==> src/rtl/traffic_pkg.sv <==
// Shared lamp encodings, monitor state encoding and fault causes for the
// traffic signal monitor, its lamp-head checkers and the bench.
package traffic_pkg;

    localparam logic [1:0] DARK   = 2'b00;
    localparam logic [1:0] GREEN  = 2'b01;
    localparam logic [1:0] YELLOW = 2'b10;
    localparam logic [1:0] RED    = 2'b11;

    typedef enum logic [1:0] {
        ST_ARMING  = 2'd0,
        ST_MONITOR = 2'd1,
        ST_FAULT   = 2'd2
    } mon_state_t;

    typedef enum logic [2:0] {
        FC_NONE          = 3'd0,
        FC_CONFLICT      = 3'd1,
        FC_INVALID       = 3'd2,
        FC_ILLEGAL_TRANS = 3'd3,
        FC_SHORT_YELLOW  = 3'd4,
        FC_STUCK_GREEN   = 3'd5
    } fault_code_t;

    // Holding a code is legal; the only legal changes are green->yellow->red->green.
    function automatic logic trans_legal(input logic [1:0] prev, input logic [1:0] cur);
        logic ok;
        ok = 1'b0;
        if (prev == cur) begin
            ok = 1'b1;
        end else begin
            case ({prev, cur})
                {GREEN, YELLOW}: ok = 1'b1;
                {YELLOW, RED}:   ok = 1'b1;
                {RED, GREEN}:    ok = 1'b1;
                default:         ok = 1'b0;
            endcase
        end
        return ok;
    endfunction

endpackage

==> src/rtl/lamp_head_checker.sv <==
// Tracks one lamp head: previous code, dwell count, transition legality and
// the short-yellow condition on a yellow->red change.
module lamp_head_checker
    import traffic_pkg::*;
#(
    parameter int MIN_YELLOW_CLKS = 8,
    parameter int DWELL_W         = 16
) (
    input  logic               clk,
    input  logic               rst,
    input  logic               capture,
    input  logic               update,
    input  logic [1:0]         lamp,
    output logic               trans_ok,
    output logic               short_yellow,
    output logic [DWELL_W-1:0] dwell
);

    logic [1:0]         prev_r;
    logic [DWELL_W-1:0] dwell_r;
    logic               changed_s;

    // dwell is the count including the current sample; dwell_r excludes it
    always_comb begin
        changed_s    = (lamp != prev_r);
        trans_ok     = trans_legal(prev_r, lamp);
        short_yellow = (prev_r == YELLOW) && (lamp == RED) &&
                       (dwell_r < DWELL_W'(MIN_YELLOW_CLKS));
        if (changed_s) begin
            dwell = DWELL_W'(1);
        end else if (&dwell_r) begin
            dwell = dwell_r;
        end else begin
            dwell = dwell_r + DWELL_W'(1);
        end
    end

    // Previous-code and dwell registers; frozen unless arming or monitoring
    always_ff @(posedge clk) begin
        if (rst) begin
            prev_r  <= RED;
            dwell_r <= '0;
        end else if (capture) begin
            prev_r  <= lamp;
            dwell_r <= '0;
        end else if (update) begin
            prev_r  <= lamp;
            dwell_r <= dwell;
        end else begin
            prev_r  <= prev_r;
            dwell_r <= dwell_r;
        end
    end

endmodule

==> src/rtl/traffic_signal_monitor.sv <==
// Watchdog on the controller's lamp outputs: arms on a legal pair, checks the
// intersection protocol each clock and latches the first fault until cleared.
module traffic_signal_monitor
    import traffic_pkg::*;
#(
    parameter int MIN_YELLOW_CLKS     = 8,
    parameter int MAX_FARM_GREEN_CLKS = 64,
    parameter int DWELL_W             = 16
) (
    input  logic       clk,
    input  logic       rst,
    input  logic [1:0] highway_signal,
    input  logic [1:0] farm_signal,
    input  logic       fault_clr,
    output logic       armed,
    output logic       fault,
    output logic       flash_req,
    output logic [2:0] fault_code,
    output logic [4:0] fault_vec
);

    mon_state_t         state_r, state_next_s;
    fault_code_t        code_next_s;
    logic [4:0]         vec_next_s;
    logic [4:0]         cause_s;
    logic               capture_s, update_s, legal_pair_s;
    logic               hw_ok_s, fm_ok_s, hw_sy_s, fm_sy_s;
    logic [DWELL_W-1:0] fm_dwell_s;
    logic [DWELL_W-1:0] hw_dwell_unused;

    assign capture_s = (state_r == ST_ARMING);
    assign update_s  = (state_r == ST_MONITOR);

    lamp_head_checker #(.MIN_YELLOW_CLKS(MIN_YELLOW_CLKS), .DWELL_W(DWELL_W)) u_hw (
        .clk(clk), .rst(rst), .capture(capture_s), .update(update_s),
        .lamp(highway_signal), .trans_ok(hw_ok_s), .short_yellow(hw_sy_s),
        .dwell(hw_dwell_unused)
    );

    lamp_head_checker #(.MIN_YELLOW_CLKS(MIN_YELLOW_CLKS), .DWELL_W(DWELL_W)) u_fm (
        .clk(clk), .rst(rst), .capture(capture_s), .update(update_s),
        .lamp(farm_signal), .trans_ok(fm_ok_s), .short_yellow(fm_sy_s),
        .dwell(fm_dwell_s)
    );

    // Cause detection, next state and next latched fault record
    always_comb begin
        legal_pair_s = ((highway_signal == RED) && (farm_signal != DARK)) ||
                       ((farm_signal == RED) && (highway_signal != DARK));
        cause_s[0] = (highway_signal != RED) && (farm_signal != RED);
        cause_s[1] = (highway_signal == DARK) || (farm_signal == DARK);
        cause_s[2] = !hw_ok_s || !fm_ok_s;
        cause_s[3] = hw_sy_s || fm_sy_s;
        cause_s[4] = (farm_signal == GREEN) &&
                     (fm_dwell_s >= DWELL_W'(MAX_FARM_GREEN_CLKS));

        state_next_s = state_r;
        code_next_s  = fault_code_t'(fault_code);
        vec_next_s   = fault_vec;
        case (state_r)
            ST_ARMING: begin
                if (legal_pair_s) begin
                    state_next_s = ST_MONITOR;
                end else begin
                    state_next_s = ST_ARMING;
                end
            end
            ST_MONITOR: begin
                if (|cause_s) begin
                    state_next_s = ST_FAULT;
                    vec_next_s   = cause_s;
                    if (cause_s[0]) begin
                        code_next_s = FC_CONFLICT;
                    end else if (cause_s[1]) begin
                        code_next_s = FC_INVALID;
                    end else if (cause_s[2]) begin
                        code_next_s = FC_ILLEGAL_TRANS;
                    end else if (cause_s[3]) begin
                        code_next_s = FC_SHORT_YELLOW;
                    end else begin
                        code_next_s = FC_STUCK_GREEN;
                    end
                end else begin
                    state_next_s = ST_MONITOR;
                end
            end
            ST_FAULT: begin
                if (fault_clr) begin
                    state_next_s = ST_ARMING;
                    code_next_s  = FC_NONE;
                    vec_next_s   = 5'b00000;
                end else begin
                    state_next_s = ST_FAULT;
                end
            end
            default: begin
                state_next_s = ST_ARMING;
                code_next_s  = FC_NONE;
                vec_next_s   = 5'b00000;
            end
        endcase
    end

    // State and registered outputs, all decoded from the next state
    always_ff @(posedge clk) begin
        if (rst) begin
            state_r    <= ST_ARMING;
            armed      <= 1'b0;
            fault      <= 1'b0;
            flash_req  <= 1'b0;
            fault_code <= 3'd0;
            fault_vec  <= 5'b00000;
        end else begin
            state_r    <= state_next_s;
            armed      <= (state_next_s == ST_MONITOR);
            fault      <= (state_next_s == ST_FAULT);
            flash_req  <= (state_next_s == ST_FAULT);
            fault_code <= code_next_s;
            fault_vec  <= vec_next_s;
        end
    end

endmodule

==> config.mk <==
export PLATFORM = sky130hd
export DESIGN_NAME = traffic_signal_monitor
export DESIGN_NICKNAME = d
export VERILOG_FILES = /design/src/rtl/traffic_pkg.sv /design/src/rtl/lamp_head_checker.sv /design/src/rtl/traffic_signal_monitor.sv
export SDC_FILE = /design/constraint.sdc
export NUM_CORES = 1
export LEC_CHECK = 0
export CORE_UTILIZATION = 50
export CTS_CLUSTER_DIAMETER = 60
export DETAILED_ROUTE_END_ITERATION = 6
export PLACE_DENSITY_LB_ADDON = 0.1
export SYNTH_ARGS = -nofsm -noshare
export SYNTH_HDL_FRONTEND = slang
export SYNTH_SLANG_ARGS = --single-unit
==> constraint.sdc <==
create_clock -name clk -period 3.6 [get_ports clk]
set_input_delay 0.72 -clock clk [delete_from_list [all_inputs] [get_ports clk]]
set_output_delay 0.72 -clock clk [all_outputs]
set_load 0.05 [all_outputs]
==> run metrics <==
hold_sp fault_code[2]$_SDFFE_PP0P_; IO Port Bufs 17; largest cells by area after synthesis dfxtp_1 35%, nor2_1 5.7%, a21oi_1 4.7%; Post-Synth Simple-Gate Area 0.3007; reg-to-reg startpoint u_fm.dwell_r[0]$_SDFFE_PP0P_; placed insts 425; CTS buffer count 5; TritonCTS clock tree yes; max layer used met4; Final GP Congestion around 0.91; period utilization 0.8208; CTS Sinks 48; Max Cap Viol 0; min Tclk post-route about 3.0 ns; first-pass GRT wire length about 11000 µm; vias in the first global route between 2000 and 2500; WHS Endpoint fault_code[2]$_SDFFE_PP0P_; Area growth syn-to-layout 11.24%; initial DRC count a little over 200; Initial Util 0.5291; Fmax between 300 and 400 MHz; clk buf depth 2; metal3 WL ~350 µm; FFs w/ async S/R, synth 0; Post-Synthesis Cell Area roughly 2800 µm²; die area 5845 µm²; Final setup violation count 0; WP data arrival approximately 3.2 ns; worst-path fanout max 10; vias per cell 6.182; Crit path required time between 3 and 4 ns; CP Capture Type flop; post-synthesis xor/xnor area fraction 0.04108; adder-cell share of the synthesized area 0.009029; CTS root buf clkbuf_8; R2R Path End fault_code[0]$_SDFFE_PP0P_; row count 26; initial antenna violation count 0; router iterations before antenna repair 4; final instance area slightly above 3000 µm²; utilization after layout 0.5886; Clock transition at path regs approximately 0.090 ns; ys flop type dfxtp_1; synth unique cells 60; GRT overflow 0; hold_buf cts 0; clk_skew around 0.0070 ns; post-route setup TNS 0 ns; mux share of post-synthesis cell area 0.02212; syn_area_per_cell slightly below 8 µm²; I/O pins 18; CP max stage cell clkdlybuf4s50_1; register area share after synthesis 0.3467; Hold Path Cell Cnt 2; post-synthesis cell count approximately 350; Leak just over 1 nW; Hold/Removal Path Class reg2reg; Pwr Density 371.1 nW/µm²; Worst slew margin 0.4827; fraction of layout cells with a size suffix above 1 0.06061; # fillers roughly 500; kind of critical path in2reg; syn_nets 362; GRT Total Usage 0.2432; Yosys warning count 0; ant diodes 0; number of flops mapped to enable cells by yosys 0; setup slack, reg-to-reg 0.76 ns; RSZ-0062 raised after global routing no; vias 2677; Antenna Nets Post-Route 0; routed length per instance 15.32 µm; largest stage delay on the critical path 0.55 ns; pre-CTS setup slack roughly 0.35 ns; Setup WS post-layout between 0.6 and 0.7 ns; htree depth 2; Final nets between 300 and 400; Final Hold Vio Count 0; post-detail-place hpwl between 4000 and 5000 µm; most frequent cells in the layout 48 x dfxtp_1, 42 x nor2_1, 26 x a21oi_1, 24 x nand2_1, 22 x o21ai_0; Worst setup SP type input pin; status finished, final reports clean; commonest non-fill, non-tap cell in the layout dfxtp_1; worst slew pin tran 0.7743 ns; reg2reg path depth 8; flop and latch count out of synthesis between 40 and 50; leading area contributor after synthesis dfxtp_1; Die Wd 76.45 µm; VDD IR max roughly 0.21 mV; die height ~76 µm; core area roughly 5200 µm²; post-synthesis compound-gate area fraction 0.2284; DP Area between 2000 and 3000 µm²; largest family of logic cells by synthesized area simple AND/OR/NAND/NOR gates; total wire length approximately 6600 µm; post-CTS sizing 0; DRC viols 0; post-synth top area share 0.3467; largest net degree at the start of global routing 25; DR WL met2 3079 µm; pins over their slew limit 0; final std cells w/o fill 433; Clk Latency, worst-skew pair between 0.3 and 0.4 ns; setup bufs post-CTS 0; Critical Path, Cell by Cell clkdlybuf4s50_1, and2_1, o22ai_1, o41ai_1, nor2_1, nand3b_1, or3_1, a21oi_1; wl on met1 roughly 3100 µm
==> registers in the layout, summed over array words and instances, names as in the netlist <==
| signal | count |
|---|---|
| flash_req | 1 |
| u_fm.prev_r | 2 |
| u_fm.dwell_r | 16 |
| fault_vec | 5 |
| fault_code | 3 |
| armed | 1 |
| state_r | 2 |
| u_hw.prev_r | 2 |
| u_hw.dwell_r | 16 |
==> worst max-delay path, delay by kind of cell <==
kind                   cells  cell delay, ns
buffers and inverters      1            0.55
AOI/OAI and AO/OA          3            0.73
and+or+nand+nor            4            1.20
==> metrics by stage <==
stage	total power, mW	hold WS (ns)
floorplan	0.7065	0.4659
global placement	0.7670	0.4551
detailed placement	0.7673	0.4588
CTS	1.150	0.4692
global route	1.200	0.4919
finish	1.144	0.4646
==> per-layer routing <==
metal,vias up,track usage
met5,-,0
met4,0,0.09615
met3,16,0.05509
met2,80,0.3856
met1,1253,0.3186
li1,1328,-
==> where the power goes <==
part	total [mW]	switching, mW	internal [mW]
combinational	0.194	0.125	0.0690
clock	0.388	0.181	0.206
sequential	0.563	0.0165	0.546
==> worst max path at each step <==
stage	endpoint	cells after the start	start
final	u_hw.dwell_r[13]$_SDFFE_PP0P_	8	highway_signal[0]
after global routing	u_hw.dwell_r[11]$_SDFFE_PP0P_	8	highway_signal[0]
after CTS	u_hw.dwell_r[13]$_SDFFE_PP0P_	8	highway_signal[0]
after detailed placement	u_hw.dwell_r[15]$_SDFFE_PP0P_	8	highway_signal[0]
after global placement	u_hw.dwell_r[11]$_SDFFE_PP0P_	8	highway_signal[0]
after floorplan	armed$_SDFF_PP0_	8	highway_signal[1]
==> cells in the mapped netlist, types with 2 or more instances <==
| cell type | count |
|---|---|
| nor4b_1 | 2 |
| or4_1 | 3 |
| nand2b_1 | 2 |
| xor2_1 | 9 |
| xnor2_1 | 4 |
| buf_6 | 2 |
| and3_1 | 7 |
| nand4_1 | 13 |
| a22o_1 | 2 |
| buf_2 | 7 |
| a211oi_1 | 3 |
| dfxtp_1 | 48 |
| o21ai_1 | 2 |
| and2_1 | 6 |
| a21o_1 | 2 |
| mux2i_1 | 5 |
| inv_1 | 8 |
| o2111a_1 | 2 |
| o21a_1 | 2 |
| nor4_1 | 5 |
| nand3_1 | 17 |
| ha_1 | 2 |
| o22ai_1 | 3 |
| nor2b_1 | 5 |
| clkbuf_1 | 12 |
| and4_1 | 7 |
| o21ai_0 | 22 |
| nor3_1 | 11 |
| or3_1 | 6 |
| nor2_1 | 42 |
| a21oi_1 | 26 |
| nand2_1 | 24 |
| o32ai_1 | 3 |
| o2bb2a_1 | 2 |
| a31oi_1 | 7 |
| o211ai_1 | 4 |
| or2_2 | 3 |
==> layout make-up <==
cell class / instances / area [µm²] / area share
clock buffer: 6 / 72.57 / 0.02354
clock inverter: 2 / 35.03 / 0.01136
inverter: 8 / 30.03 / 0.009740
multi-input combinational: 274 / 1667 / 0.5406
sequential: 48 / 960.9 / 0.3117
tap: 70 / 87.58 / 0.02841
timing repair buffer: 25 / 230.2 / 0.07468
==> logic make-up after synthesis <==
| logic type | after synthesis |
|---|---|
| xor+xnor | 13 |
| mux | 6 |
| compound gates | 95 |
| simple gates | 158 |
| fa+ha+maj | 2 |
| buf+inv | 31 |
| flops | 48 |
Power figures use the tool's default switching activity.
